## config.mk

```make
export PLATFORM = sky130hd
export DESIGN_NAME = rca_pipe
export DESIGN_NICKNAME = d
export VERILOG_FILES = /design/src/rtl/rca_pkg.sv /design/src/rtl/rca_seg.sv /design/src/rtl/rca_pipe.sv
export SDC_FILE = /design/constraint.sdc
export NUM_CORES = 1
export LEC_CHECK = 0
export BUFFER_PORTS_ARGS = -buffer_cell sky130_fd_sc_hd__buf_2
export CAP_MARGIN = 20
export CORE_MARGIN = 2
export CORE_UTILIZATION = 25
export CTS_CLUSTER_SIZE = 25
export DETAILED_ROUTE_END_ITERATION = 8
export REMOVE_ABC_BUFFERS = 1
export SLEW_MARGIN = 0
export SYNTH_ARGS = -nofsm -noshare
export SYNTH_HDL_FRONTEND = slang
export SYNTH_SLANG_ARGS = --single-unit
```

## constraint.sdc

```tcl
create_clock -name clk -period 5.3 [get_ports clk]
set_clock_uncertainty 0.2 [all_clocks]
set_input_delay 0.795 -clock clk [delete_from_list [all_inputs] [get_ports clk]]
set_output_delay 0.795 -clock clk [all_outputs]
set_load 0.1 [all_outputs]
```

## src/rtl/rca_pkg.sv

```systemverilog
// Shared constants and helpers for the segmented ripple-carry adder pipeline.
package rca_pkg;

  localparam int DEF_WIDTH = 32;
  localparam int DEF_SEG   = 8;

  localparam logic OP_ADD = 1'b0;
  localparam logic OP_SUB = 1'b1;

  function automatic int nseg(input int width, input int seg);
    return width / seg;
  endfunction

endpackage

```

## src/rtl/rca_seg.sv

```systemverilog
// Combinational SEG-bit ripple of full-adder cells; exposes the carry into the
// top bit so the caller can derive signed overflow.
module rca_seg
  import rca_pkg::*;
#(
  parameter int SEG = DEF_SEG
) (
  input  logic [SEG-1:0] a,
  input  logic [SEG-1:0] b,
  input  logic           cin,
  output logic [SEG-1:0] sum,
  output logic           cout,
  output logic           c_msb_in
);

  logic [SEG:0] carry_s;

  // Full-adder chain, LSB first.
  always_comb begin
    carry_s    = {(SEG+1){1'b0}};
    sum        = {SEG{1'b0}};
    carry_s[0] = cin;
    for (int i = 0; i < SEG; i++) begin
      sum[i]       = a[i] ^ b[i] ^ carry_s[i];
      carry_s[i+1] = (a[i] & b[i]) | (carry_s[i] & (a[i] ^ b[i]));
    end
  end

  assign cout     = carry_s[SEG];
  assign c_msb_in = carry_s[SEG-1];

endmodule

```

## src/rtl/rca_pipe.sv

```systemverilog
// Pipelined ripple-carry adder/subtractor: each stage resolves one SEG-bit
// segment and hands its carry plus the still-pending operand bits downstream.
module rca_pipe
  import rca_pkg::*;
#(
  parameter int WIDTH = DEF_WIDTH,
  parameter int SEG   = DEF_SEG
) (
  input  logic             clk,
  input  logic             rst_n,
  input  logic             in_valid,
  output logic             in_ready,
  input  logic [WIDTH-1:0] in_a,
  input  logic [WIDTH-1:0] in_b,
  input  logic             in_cin,
  input  logic             in_sub,
  output logic             out_valid,
  input  logic             out_ready,
  output logic [WIDTH-1:0] out_sum,
  output logic             out_cout,
  output logic             out_ovf
);

  localparam int NSEG = nseg(WIDTH, SEG);

  if (WIDTH % SEG != 0) begin : g_bad_cfg
    $error("rca_pipe: WIDTH must be a multiple of SEG");
  end

  logic [WIDTH-1:0] b_eff_s;
  logic             c0_s;
  logic [NSEG-1:0]  valid_s;
  logic [NSEG:0]    rdy_s;

  // Subtraction is A + ~B + 1; the external carry-in only matters for add.
  always_comb begin
    if (in_sub == OP_SUB) begin
      b_eff_s = ~in_b;
      c0_s    = 1'b1;
    end else begin
      b_eff_s = in_b;
      c0_s    = in_cin;
    end
  end

  // Ready ripples back from the sink; an empty stage always accepts.
  always_comb begin
    rdy_s       = {(NSEG+1){1'b0}};
    rdy_s[NSEG] = out_ready;
    for (int i = NSEG - 1; i >= 0; i--) begin
      rdy_s[i] = !valid_s[i] || rdy_s[i+1];
    end
  end

  genvar k;
  for (k = 0; k < NSEG; k++) begin : g_stg
    localparam int HI = (k + 1) * SEG;

    logic          valid_r;
    logic          carry_r;
    logic [HI-1:0] sum_r;
    logic [HI-1:0] sum_nxt_s;
    logic          up_valid_s;
    logic [SEG-1:0] seg_a_s;
    logic [SEG-1:0] seg_b_s;
    logic [SEG-1:0] seg_sum_s;
    logic          seg_cin_s;
    logic          seg_cout_s;
    logic          seg_cmsb_s;

    if (k == 0) begin : g_src
      assign up_valid_s = in_valid;
      assign seg_a_s    = in_a[SEG-1:0];
      assign seg_b_s    = b_eff_s[SEG-1:0];
      assign seg_cin_s  = c0_s;
      assign sum_nxt_s  = seg_sum_s;
    end else begin : g_src
      assign up_valid_s = g_stg[k-1].valid_r;
      assign seg_a_s    = g_stg[k-1].g_fwd.a_r[SEG-1:0];
      assign seg_b_s    = g_stg[k-1].g_fwd.b_r[SEG-1:0];
      assign seg_cin_s  = g_stg[k-1].carry_r;
      assign sum_nxt_s  = {seg_sum_s, g_stg[k-1].sum_r};
    end

    rca_seg #(.SEG(SEG)) u_seg (
      .a        (seg_a_s),
      .b        (seg_b_s),
      .cin      (seg_cin_s),
      .sum      (seg_sum_s),
      .cout     (seg_cout_s),
      .c_msb_in (seg_cmsb_s)
    );

    assign valid_s[k] = valid_r;

    // Stage register: advances when downstream can take it; data moves only with a valid beat.
    always_ff @(posedge clk or negedge rst_n) begin
      if (!rst_n) begin
        valid_r <= 1'b0;
        carry_r <= 1'b0;
        sum_r   <= {HI{1'b0}};
      end else begin
        if (rdy_s[k]) begin
          valid_r <= up_valid_s;
        end
        if (rdy_s[k] && up_valid_s) begin
          carry_r <= seg_cout_s;
          sum_r   <= sum_nxt_s;
        end
      end
    end

    // Operand bits above this segment, delayed to meet their carry.
    if (k < NSEG - 1) begin : g_fwd
      localparam int REM = WIDTH - HI;
      logic [REM-1:0] a_r;
      logic [REM-1:0] b_r;
      logic [REM-1:0] a_nxt_s;
      logic [REM-1:0] b_nxt_s;
      logic           cmsb_unused_s;

      assign cmsb_unused_s = seg_cmsb_s;

      if (k == 0) begin : g_in
        assign a_nxt_s = in_a[WIDTH-1:SEG];
        assign b_nxt_s = b_eff_s[WIDTH-1:SEG];
      end else begin : g_in
        assign a_nxt_s = g_stg[k-1].g_fwd.a_r[REM+SEG-1:SEG];
        assign b_nxt_s = g_stg[k-1].g_fwd.b_r[REM+SEG-1:SEG];
      end

      // Pending-operand register, loaded alongside the stage's carry.
      always_ff @(posedge clk or negedge rst_n) begin
        if (!rst_n) begin
          a_r <= {REM{1'b0}};
          b_r <= {REM{1'b0}};
        end else if (rdy_s[k] && up_valid_s) begin
          a_r <= a_nxt_s;
          b_r <= b_nxt_s;
        end
      end
    end else begin : g_last
      logic ovf_r;

      // Signed overflow: carry into the MSB disagreeing with carry out of it.
      always_ff @(posedge clk or negedge rst_n) begin
        if (!rst_n) begin
          ovf_r <= 1'b0;
        end else if (rdy_s[k] && up_valid_s) begin
          ovf_r <= seg_cout_s ^ seg_cmsb_s;
        end
      end
    end
  end

  assign in_ready  = rdy_s[0];
  assign out_valid = valid_s[NSEG-1];
  assign out_sum   = g_stg[NSEG-1].sum_r;
  assign out_cout  = g_stg[NSEG-1].carry_r;
  assign out_ovf   = g_stg[NSEG-1].g_last.ovf_r;

endmodule

```

==> Yosys cells after proc, flatten, opt, wreduce, memory -nomap -nowiden <==
Index checks and enable logic that the tools add are counted.
{ "word_totals": {"output_inout_bits": 36, "input_bits": 70, "register_bits": 185} }
{ "classes": {"reduce_logical": 12, "bitwise_logic": 162, "muxes": 2} }
{ "op_table": {"columns": ["operator", "n"], "rows": [
  ["$xor A1 B1 Y1", 65],
  ["$and A1 B1 Y1", 64],
  ["$mux W32", 1],
  ["$not A32 Y32", 1],
  ["$or A1 B1 Y1", 32],
  ["$logic_and A1 B1 Y1", 4],
  ["$logic_not A1 Y1", 4],
  ["$logic_or A1 B1 Y1", 4],
  ["$mux W1", 1]
]} }

==> Depth between registers and ports, before layout <==
Gate-level depths: netlist (run 1).
{ "depth": {"depth_word": 19, "ltp_mapped": 15} }

==> Modules after synthesis <==
Synthesis (run 1) repeated with hierarchy kept, for this count alone.
{ "hier_totals": {"hier_cells": 507, "hier_area_um2": 8089.0} }
{ "modules_own_cells": {"columns": ["module", "n_inst", "area_each_um2", "seq_area_each_um2", "cells_per_inst"], "rows": [
  ["rca_pipe", 1, 7298.2, 4629.4, 435],
  ["rca_seg", 4, 197.7, 0.0, 18]
]} }

==> Worst setup path after synthesis (run 1) <==
OpenSTA, ideal clock, no wires.
{ "synth_timing": {"kind": "input-to-reg", "from": "input port in_sub", "to": "register g_stg[0].sum_r[7]", "t_required_ns": 4.973, "path_stages": 15, "arrival_ns": 4.554, "setup_time_ns": 0.127, "slack_ns": 0.418, "path_buffers": 2, "cell_sequence": "buf_2 > buf_2 > nor2_1 > fa_1 > inv_1 > fa_1 > inv_1 > fa_1 > fa_1 > fa_1 > fa_1 > fa_1 > inv_1 > fa_1 > mux2_1"} }
{ "synth_between": {"elab_chain_cells": 17} }
{ "synth_rtl": {"columns": ["item", "line", "source"], "rows": [
  ["start, declared", "rca_pipe.sv:16", "input logic in_sub,"],
  ["$mux W32", "rca_pipe.sv:37", "if (in_sub == OP_SUB) begin"],
  ["$xor A1 B1 Y1", "rca_seg.sv:25", "carry_s[i+1] = (a[i] & b[i]) | (carry_s[i] & (a[i] ^ b[i]));"],
  ["$and A1 B1 Y1", "rca_seg.sv:25", null],
  ["$or A1 B1 Y1", "rca_seg.sv:25", null],
  ["$and A1 B1 Y1", "rca_seg.sv:25", null],
  ["$or A1 B1 Y1", "rca_seg.sv:25", null],
  ["$and A1 B1 Y1", "rca_seg.sv:25", null],
  ["$or A1 B1 Y1", "rca_seg.sv:25", null],
  ["[2 not listed]", null, null],
  ["$and A1 B1 Y1", "rca_seg.sv:25", null],
  ["$or A1 B1 Y1", "rca_seg.sv:25", null],
  ["$and A1 B1 Y1", "rca_seg.sv:25", null],
  ["$or A1 B1 Y1", "rca_seg.sv:25", null],
  ["$and A1 B1 Y1", "rca_seg.sv:25", null],
  ["$or A1 B1 Y1", "rca_seg.sv:25", null],
  ["$xor A1 B1 Y1 *", "rca_seg.sv:24", "sum[i] = a[i] ^ b[i] ^ carry_s[i];"],
  ["net g_stg[0].seg_sum_s[7]", "rca_pipe.sv:66", "logic [SEG-1:0] seg_sum_s;"],
  ["end signal, assigned", "rca_pipe.sv:101", "sum_r <= {HI{1'b0}};"],
  ["end signal, assigned", "rca_pipe.sv:108", "sum_r <= sum_nxt_s;"],
  ["end, declared", "rca_pipe.sv:61", "logic [HI-1:0] sum_r;"]
]} }
Mark *: on every way through the listed nets, which the timed path passes. The rest lies on a longest branch.
A chain may end at the register's enable or synchronous reset.

==> Worst setup path after layout (run 1) <==
Same ends and word-level chain as after synthesis.

==> summary.md, run 1 <==
| Metric | Value |
|---|---|
| Outcome | `complete, no violations` |
| Number of global-route vias before repair | `4539` |
| Pins Over Slew Limit | `0` |
| Fmax | `0.233 GHz` |
| Count leader, synth | `dfrtp_1` |
| Clk slew on worst S/H paths | `0.08 ns` |
| Die Wd | `183 um` |
| Largest net degree at the start of global routing | `98` |
| Arr. time, crit path | `4.41 ns` |
| Final WS setup | `1.00 ns` |
| Worst slack, placed | `0.531 ns` |
| Top cells by area, synth | `dfrtp_1 58%, mux2_2 18%, fa_1 8.0%` |
| Req. time, crit path | `5.41 ns` |
| DR vias/cell | `4.03` |
| Post-route DRC violation count | `0` |
| Skew-Pair Late Insertion Delay | `0.43 ns` |
| Root buffer cell | `clkbuf_16` |
| Worst-path fanout max | `4` |
| Gr usage total | `0.0963` |
| 1st-pass router iterations | `4` |
| Cell accounting for the most synthesized area | `dfrtp_1` |
| Initial Util | `0.254` |
| Routed len/inst | `14.4 um` |
| Placer Congestion | `0.687` |
| Power Density | `598 nW/um2` |
| Post-DP HPWL | `10000 um` |
| TritonCTS Buffers | `17` |
| Mean post-synth cell area | `15.6 um2` |
| Main synth FF type | `dfrtp_1` |
| CP startpoint kind | `input pin` |
| Nets | `726` |
| Top cell type's share of synthesized area | `0.576` |
| RSZ-0062 raised after global routing | `false` |
| Setup tns final | `0 ns` |
| IO buf count | `105` |
| Seq cells post-synth | `185` |
| Setup bufs post-CTS | `0` |
| Cts repair resizes | `0` |
| Period utilisation layout | `0.811` |
| Worst Tran Pin Value | `0.916 ns` |
| Final hold violations | `0` |
| Sequential share of the synthesized area | `0.576` |
| Worst vdd ir | `0.000261 V` |
| IO Pins | `106` |
| Setup violators final | `0` |
| Post-CTS Hold Buffers | `0` |
| Synth Warn # | `0` |
| # clock sinks | `185` |
| Critical path type | `in -> reg` |
| Post-synth ARST share | `1.00` |
| Die footprint | `33600 um2` |
| Post-route minimum period | `4.30 ns` |
| Final WL | `15000 um` |
| Post-route ant nets | `0` |
| Core box area | `31600 um2` |
| Clk buf depth | `2` |
| Initial antenna violation count | `2` |
| Maximum capacitance violations | `0` |
| Cell Area, Synth | `8040 um2` |
| Vias | `4195` |
| Fin util | `0.301` |
| Fillers | `3166` |
| H-tree levels | `4` |
| FP Rows | `65` |
| Crit path capture type | `flop` |
| Synth unique cells | `25` |
| Layout cell share with drive strength beyond 1 | `0.435` |
| Rel. slew slack | `0.387` |
| P&R area growth vs syn | `18.2%` |
| Die height | `183 um` |
| Hold Path Class | `in -> async` |
| CTS tree | `built` |
| Post-synth EDFFs | `0` |
| First-pass GRT wire length | `24800 um` |
| Top cells by count, synth | `185 x dfrtp_1, 128 x mux2_2, 43 x inv_1` |
| Cell leakage power | `4.26 nW` |
| Synth Instances | `517` |
| DRT iter0 DRCs | `157` |
| Total gr overflow | `0` |
| R2R Setup Slk | `1.17 ns` |
[where the power goes]
group          total, mW  internal, mW  switching, mW
Sequential          2.22          1.94          0.283
Clock               1.22         0.621          0.603
Combinational       2.24         0.725           1.52
Total               5.69          3.28           2.40
[cell usage in the layout (no fill, tap or decap), types with 2 or more instances in the layout]
master     instances
buf_4              5
mux2_1            33
buf_2            104
fa_1              32
o21ai_4            3
xnor2_1            8
nand2_1            2
clkinv_4           4
mux2_2           128
mux2i_1           14
dfrtp_1          185
xor2_1            25
inv_6              4
o21ai_0           12
clkinv_2           2
clkbuf_16         17
inv_1             43
inv_8              4
[sequential cells by signal, indices dropped and copies added, names as in the netlist]
register	count
out_ovf	1
g_stg.valid_r	3
g_stg.g_fwd.a_r	48
g_stg.sum_r	48
out_sum	32
out_valid	1
out_cout	1
g_stg.carry_r	3
g_stg.g_fwd.b_r	48
[kinds of logic (layout without fill, tap and decap cells)]
group | after synthesis | count (layout) | share of synthesized area
compound gates | 17 | 17 | 0.0145
xor+xnor | 33 | 33 | 0.0359
fa+ha+maj | 32 | 32 | 0.0797
buf+inv | 66 | 186 | 0.0445
flops | 185 | 185 | 0.576
mux | 175 | 175 | 0.243
other cells | 0 | 1 | 0
simple gates | 9 | 9 | 0.00685
[metrics by stage]
step | total power [mW] | instance area (um2) | instances | hold WS [ns]
floorplan | 3.98 | 7850 | 494 | 0.252
global placement | 4.50 | 8950 | 1007 | 0.263
detailed placement | 4.55 | 8950 | 1007 | 0.267
CTS | 5.81 | 9510 | 1039 | 0.228
global route | 6.07 | 9510 | 1039 | 0.266
finish | 5.69 | 9510 | 1040 | 0.220
[worst paths after layout]
check / from / to / cells past startpoint
setup / recovery: in_sub / g_stg[0].sum_r[7] / 14
hold / removal: rst_n / g_stg[0].g_fwd.a_r[11] / 1
setup reg to reg: g_stg[2].carry_r / out_sum[31] / 12
hold reg to reg: g_stg[1].g_fwd.b_r[9] / g_stg[2].g_fwd.b_r[1] / 1
max in group asynchronous: rst_n / out_sum[26] / 2
min in group clk: g_stg[1].g_fwd.b_r[9] / g_stg[2].g_fwd.b_r[1] / 1
[layer usage]
metal	share of wire	GRT usage	vias up	wire length (um)
met4	0.014	0.0346	2	207
met3	0.042	0.0280	15	628
li1	-	-	1938	-
met1	0.46	0.125	2179	6940
met2	0.48	0.153	61	7190
met5	0.00047	0	-	7
[critical path, stage by stage]
cell and delay (ns):
buf_2 0.13, xnor2_1 0.14, fa_1 0.36, inv_1 0.08, fa_1 0.16, inv_1 0.05, fa_1 0.40, fa_1 0.39
fa_1 0.39, fa_1 0.39, fa_1 0.36, inv_1 0.07, fa_1 0.41, mux2_1 0.29
[final cells by class]
class	instances	area (um2)	share of cell area
repair buffers	111	592	0.0622
clock inverters	15	133	0.0139
flip-flops and latches	185	4630	0.487
diodes	1	2.50	0.000263
multi-input cells	266	3060	0.322
well taps	402	503	0.0529
clock buffers	17	425	0.0447
inverters	43	161	0.0170
(Power assumes the default switching activity.)
==> run 2: changes to the inputs <==
==> constraint.sdc (replaced) <==
create_clock -name clk -period 3.6 [get_ports clk]
set_clock_uncertainty 0.2 [all_clocks]
set_input_delay 0.54 -clock clk [delete_from_list [all_inputs] [get_ports clk]]
set_output_delay 0.54 -clock clk [all_outputs]
set_load 0.1 [all_outputs]
==> run 2 against run 1 <==
  * Sequential share of layout area decreased by 0.94 points
  * Design area increased by 2.0%
  * Combinational power increased by 51%
  * The flow now finishes with violations (negative setup slack)
  * Via count increased by 1.7%
  * Sequential power increased by 47%
  * Die area unchanged
  * Largest power group unchanged
  * Utilization increased by 0.59 points
  * Critical path depth decreased by 2
  * First-iteration DRC count decreased by 15%
  * Cell count increased by 0.48%
==> summary.md, run 2 (synthesis results as in run 1) <==
| Metric | Value |
|---|---|
| Outcome | `finished with violations` |
| Failing checks | `negative setup slack` |
| Period utilisation layout | `1.05` |
| Largest regs | `g_stg.g_fwd.a_r: 48 flops, g_stg.g_fwd.b_r: 48 flops, g_stg.sum_r: 48 flops` |
| Worst vdd ir | `0.000370 V` |
| H-tree levels | `4` |
| Die height | `183 um` |
| # clock sinks | `185` |
| DRT iter0 DRCs | `134` |
| Layout cell share with drive strength beyond 1 | `0.497` |
| Rel. slew slack | `0.391` |
| Routed len/inst | `14.4 um` |
| Most frequent cells in the layout | `185 x dfrtp_1, 128 x mux2_2, 104 x buf_2, 34 x inv_1, 32 x mux2_1` |
| M1 wire length | `6860 um` |
| Fmax | `0.265 GHz` |
| 1st-pass router iterations | `4` |
| Maximum capacitance violations | `0` |
| IO Pins | `106` |
| Max layer used | `met5` |
| DP Cell Count | `1010` |
| Root buffer cell | `clkbuf_16` |
| Hold path cells | `2` |
| Arr. time, crit path | `3.92 ns` |
| Gate power share | `0.395` |
| Core box area | `31600 um2` |
| Placer Congestion | `0.673` |
| Post-route DRC violation count | `0` |
| Fin util | `0.306` |
| Die footprint | `33600 um2` |
| Fin cells | `1045` |
| Post-DP HPWL | `9960 um` |
| Power Density | `885 nW/um2` |
| Total gr overflow | `0` |
| Clock power frac | `0.224` |
| Initial antenna violation count | `2` |
| CTS tree | `built` |
| Clk slew on worst S/H paths | `0.08 ns` |
| Final WL | `15000 um` |
| Hold Path Class | `in -> reg` |
| Nets | `731` |
| Setup violators final | `5` |
| Vias | `4266` |
| RSZ-0062 raised after global routing | `true` |
| Die Wd | `183 um` |
| Clk buf depth | `2` |
| Switch Pwr | `3.60 mW` |
| Worst Tran Pin Value | `0.910 ns` |
| Cell leakage power | `4.29 nW` |
| IO buf count | `105` |
| FP Rows | `65` |
| DR vias/cell | `4.08` |
| Final hold violations | `0` |
| Final WS setup | `-0.179 ns` |
| Gr usage total | `0.0977` |
| Internal power | `4.98 mW` |
| Post-route minimum period | `3.78 ns` |
| TritonCTS Buffers | `17` |
| Worst Hold End | `g_stg[0].g_fwd.a_r[14]` |
| Met2 WL post-DR | `7300 um` |
| RR Startpoint | `g_stg[2].carry_r` |
| Routed wl met3 | `629 um` |
| Post-route ant nets | `0` |
| Initial Util | `0.254` |
| Setup tns final | `-0.659 ns` |
| Critical path type | `reg -> reg` |
| Flop pwr share | `0.381` |
| FF-to-FF path depth | `12` |
| Pins Over Slew Limit | `0` |
| Number of global-route vias before repair | `4586` |
| Req. time, crit path | `3.74 ns` |
| First-pass GRT wire length | `24900 um` |
| P&R area growth vs syn | `20.6%` |
| Largest net degree at the start of global routing | `81` |
| Crit path capture type | `flop` |
| RR Endpoint | `out_sum[31]` |
| Worst-path fanout max | `2` |
| R2R Setup Slk | `-0.18 ns` |
| Critical hold path startpoint | `in_a[22]` |
| Switching part of the total | `0.419` |
| CP startpoint kind | `flop` |
| Most common cell after layout, fill and taps aside | `dfrtp_1` |
| Skew-Pair Late Insertion Delay | `0.44 ns` |
## run 2: changes by cell type in the layout (fill, tap and decap cells not counted), moves of 9 or more
cell,before,now
inv_1,43,34
inv_2,0,9
fa_1,32,5
fa_2,0,27
## run 2: timing repair
item / 4_1_cts / 5_1_grt
endpoints found under the hold margin: 78 / 0
gates resized for setup: 35 / 6
setup buffers: 0 / 1
hold buffers: 1 / 0
pin swaps: 4 / 6
endpoints found under the setup margin: 12 / 9
## run 2: power groups by stage
stage          logic [mW]  registers (mW)  clock network [mW]
4_1_cts              3.44            3.30                2.00
2_1_floorplan        1.23            4.63                   0
5_1_grt              3.70            3.39                2.09
3_5_place_dp         3.37            3.33                   0
6_report             3.39            3.27                1.92
3_3_place_gp         3.32            3.31                   0
## run 2: stage by stage
step                      worst slack (ns)  hold slack [ns]  power (mW)  instance area [um2]
final                               -0.179            0.106        8.58                 9690
after global routing                -0.288           0.0848        9.18                 9690
after CTS                           -0.221           0.0762        8.74                 9670
after detailed placement            -0.916            0.268        6.70                 8990
after global placement              -0.843            0.262        6.62                 8990
after floorplan                     -0.627           0.0444        5.86                 7850
## run 2: how the worst max path moves through the flow
| stage | startpoint | end | cells after the start |
|---|---|---|---|
| 6_report | g_stg[2].carry_r | out_sum[31] | 12 |
| 2_1_floorplan | in_b[0] | g_stg[0].sum_r[7] | 13 |
| 5_1_grt | g_stg[1].carry_r | g_stg[2].sum_r[23] | 12 |
| 3_3_place_gp | in_sub | g_stg[0].sum_r[7] | 14 |
| 4_1_cts | g_stg[1].g_fwd.b_r[0] | g_stg[2].sum_r[23] | 12 |
| 3_5_place_dp | in_sub | g_stg[0].sum_r[7] | 14 |
## run 2: final cells by class
type | instances | area, um2
multi-input combinational | 266 | 3140
fill | 3179 | 21900
inverter | 43 | 161
antenna | 1 | 2.50
sequential | 185 | 4630
tap | 402 | 503
timing repair buffer | 116 | 657
clock buffer | 17 | 425
clock inverter | 15 | 175
## run 2: worst max-delay path, cell delays in order (launching register included)
cell and delay [ns]:
dfrtp_1 0.41, fa_2 0.39, fa_2 0.36, fa_2 0.35, fa_2 0.36, fa_2 0.35, inv_2 0.06, fa_2 0.20
inv_2 0.04, fa_2 0.36, inv_2 0.07, fa_2 0.42, o21ai_1 0.13
## run 2: routing by layer
metal | up-vias | track usage
met5 | - | 0
met4 | 2 | 0.0384
met3 | 14 | 0.0296
met2 | 65 | 0.158
met1 | 2233 | 0.123
li1 | 1952 | -
==> run 3: changes to the inputs <==
--- a/config.mk
+++ b/config.mk
@@ -5,12 +5,15 @@
 export SDC_FILE = /design/constraint.sdc
 export NUM_CORES = 1
 export LEC_CHECK = 0
+export ABC_AREA = 1
 export BUFFER_PORTS_ARGS = -buffer_cell sky130_fd_sc_hd__buf_2
 export CAP_MARGIN = 20
+export CORE_ASPECT_RATIO = 1.75
 export CORE_MARGIN = 2
 export CORE_UTILIZATION = 25
 export CTS_CLUSTER_SIZE = 25
 export DETAILED_ROUTE_END_ITERATION = 8
+export RECOVER_POWER = 100
 export REMOVE_ABC_BUFFERS = 1
 export SLEW_MARGIN = 0
 export SYNTH_ARGS = -nofsm -noshare
==> run 3 against run 2 <==
  * The flow finishes with violations (max-capacitance violations, max-slew violations, negative setup slack)
  * Worst hold slack better by 0.028 ns
  * Power down 0.90%
  * Global-route usage up 1.5 points
  * Non-clock buffer count up 4
  * Largest cell class unchanged
  * Highest routed layer is now met4
==> summary.md, run 3 <==
| Metric | Value |
|---|---|
| Outcome | `finished with violations` |
| Failing checks | `max-capacitance violations, max-slew violations, negative setup slack` |
| Layout cell share with drive strength beyond 1 | `0.164` |
| Mean post-synth cell area | `9.48 um2` |
| FP Rows | `87` |
| Die footprint | `34200 um2` |
| Total gr overflow | `0` |
| Power Density | `885 nW/um2` |
| CTS tree | `built` |
| Fillers | `3420` |
| Initial Util | `0.253` |
| Pwr Total | `8.50 mW` |
| Gr usage total | `0.113` |
| Pins Over Slew Limit | `135` |
| Period utilisation layout | `1.05` |
| ANT cells | `0` |
| Final hold violations | `0` |
| Post-synth EDFFs | `0` |
| Worst Hold End | `g_stg[0].g_fwd.a_r[11]` |
| Placer Congestion | `0.792` |
| RR Endpoint | `out_sum[31]` |
| Post-route ant nets | `0` |
| Synth unique cells | `19` |
| Worst vdd ir | `0.000488 V` |
| Most common cell after layout, fill and taps aside | `nand2_1` |
| R2R Setup Slk | `-0.17 ns` |
| RSZ-0062 raised after global routing | `true` |
| Crit path capture type | `flop` |
| Top cell type's share of synthesized area | `0.567` |
| Clk buf depth | `2` |
| DRT iter0 DRCs | `328` |
| Most frequent cells in the layout | `283 x nand2_1, 185 x dfrtp_1, 123 x nand3_1, 67 x buf_2, 52 x inv_1` |
| Cell Area, Synth | `8170 um2` |
| Nets | `1049` |
| CP startpoint kind | `flop` |
| Root buffer cell | `clkbuf_16` |
| Fmax | `0.265 GHz` |
| First-pass GRT wire length | `30500 um` |
| DR vias/cell | `4.18` |
| Hold WS | `0.134 ns` |
| P&R area growth vs syn | `17.7%` |
| TritonCTS Buffers | `17` |
| Worst Tran Pin Value | `1.96 ns` |
| Core box area | `32200 um2` |
| Post-synth ARST share | `1.00` |
| Setup violators final | `5` |
| Worst-path fanout max | `2` |
| Top cells by count, synth | `284 x nand2_1, 185 x dfrtp_1, 124 x nand3_1` |
| Critical path type | `reg -> reg` |
| Hold Path Class | `in -> reg` |
| # clock sinks | `185` |
| Number of global-route vias before repair | `5873` |
| Count leader, synth | `nand2_1` |
| Sequential share of the synthesized area | `0.567` |
| Die height | `243 um` |
| Die Wd | `141 um` |
| Final instance area | `9620 um2` |
| DP Cell Count | `1325` |
| Vias | `5685` |
| Final WS setup | `-0.167 ns` |
| Arr. time, crit path | `3.91 ns` |
| Post-DP HPWL | `12900 um` |
| Req. time, crit path | `3.74 ns` |
| Cell accounting for the most synthesized area | `dfrtp_1` |
| Clk slew on worst S/H paths | `0.07 ns` |
| Synth Instances | `862` |
| Post-route minimum period | `3.77 ns` |
| Top cells by area, synth | `dfrtp_1 57%, nand2_1 13%, fa_1 7.8%` |
| Initial antenna violation count | `0` |
| Largest regs | `g_stg.g_fwd.a_r: 48 flops, g_stg.g_fwd.b_r: 48 flops, g_stg.sum_r: 48 flops` |
| Routed len/inst | `13.4 um` |
| Hold path cells | `3` |
| IO Pins | `106` |
| Maximum capacitance violations | `2` |
| Fin cells | `1360` |
| Largest net degree at the start of global routing | `81` |
| RR Startpoint | `g_stg[2].carry_r` |
| Final WL | `18200 um` |
| Worst slack, placed | `-0.856 ns` |
| Main synth FF type | `dfrtp_1` |
| Placement-stage cell area | `9060 um2` |
| Post-route DRC violation count | `0` |
| Cell leakage power | `4.86 nW` |
| Seq cells post-synth | `185` |
| 1st-pass router iterations | `4` |
| Skew-Pair Late Insertion Delay | `0.43 ns` |
| Fin util | `0.298` |
| H-tree levels | `4` |
| Critical hold path startpoint | `in_a[19]` |
| Setup tns final | `-0.508 ns` |
| IO buf count | `105` |
| Synth Warn # | `0` |
| FF-to-FF path depth | `12` |
| Rel. slew slack | `-0.307` |
==> run 3: timing repair <==
item,CTS,global route
pin swaps,3,3
setup endpoints to repair,13,7
gates resized for setup,34,8
hold buffers,1,0
hold endpoints to repair,78,0
setup buffers,0,2
==> run 3: metal layers <==
layer	vias up	share of wire	track usage
met2	86	0.53	0.202
met3	23	0.027	0.0209
met4	0	0.028	0.0479
li1	2863	-	-
met5	-	0	0
met1	2713	0.41	0.130
==> run 3: how the worst max path moves through the flow <==
stage	cells after the start	endpoint	from
final	12	out_sum[31]	g_stg[2].carry_r
after global routing	12	out_sum[31]	g_stg[2].carry_r
after CTS	12	out_sum[31]	g_stg[2].carry_r
after detailed placement	15	g_stg[0].sum_r[7]	in_sub
after global placement	15	g_stg[0].sum_r[7]	in_sub
after floorplan	3	g_stg[0].valid_r	g_stg[0].valid_r
==> run 3: power by group <==
group | internal, mW | switching (mW) | total, mW
registers | 2.84 | 0.448 | 3.28
logic | 0.824 | 2.70 | 3.52
clock network | 0.901 | 0.801 | 1.70
==> run 3: worst max-delay path, cell delays in order, from the launching register on <==
cell,delay (ns)
dfrtp_1,0.40
fa_2,0.41
fa_2,0.36
fa_2,0.35
fa_2,0.35
fa_2,0.35
inv_2,0.07
fa_2,0.18
inv_2,0.04
fa_2,0.34
inv_2,0.07
fa_2,0.43
o21ai_1,0.13
==> run 3: cell type report <==
cell class | instances | area (um2) | area share
Multi-Input combinational cell | 563 | 3120 | 0.325
Sequential cell | 185 | 4630 | 0.481
Inverter | 60 | 225 | 0.0234
Timing Repair Buffer | 120 | 598 | 0.0622
Clock inverter | 14 | 100 | 0.0104
Clock buffer | 18 | 439 | 0.0457
Tap cell | 400 | 500 | 0.0520
==> run 3: cell families (layout without fill, tap and decap cells) <==
group | Yosys count | in the layout | synth area share
AOI/OAI and AO/OA | 58 | 58 | 0.0355
xor gates and xnor gates | 33 | 33 | 0.0354
adders and majority gates | 32 | 32 | 0.0784
buffers and inverters | 114 | 212 | 0.0597
DFF | 185 | 185 | 0.567
and+or+nand+nor | 440 | 440 | 0.224
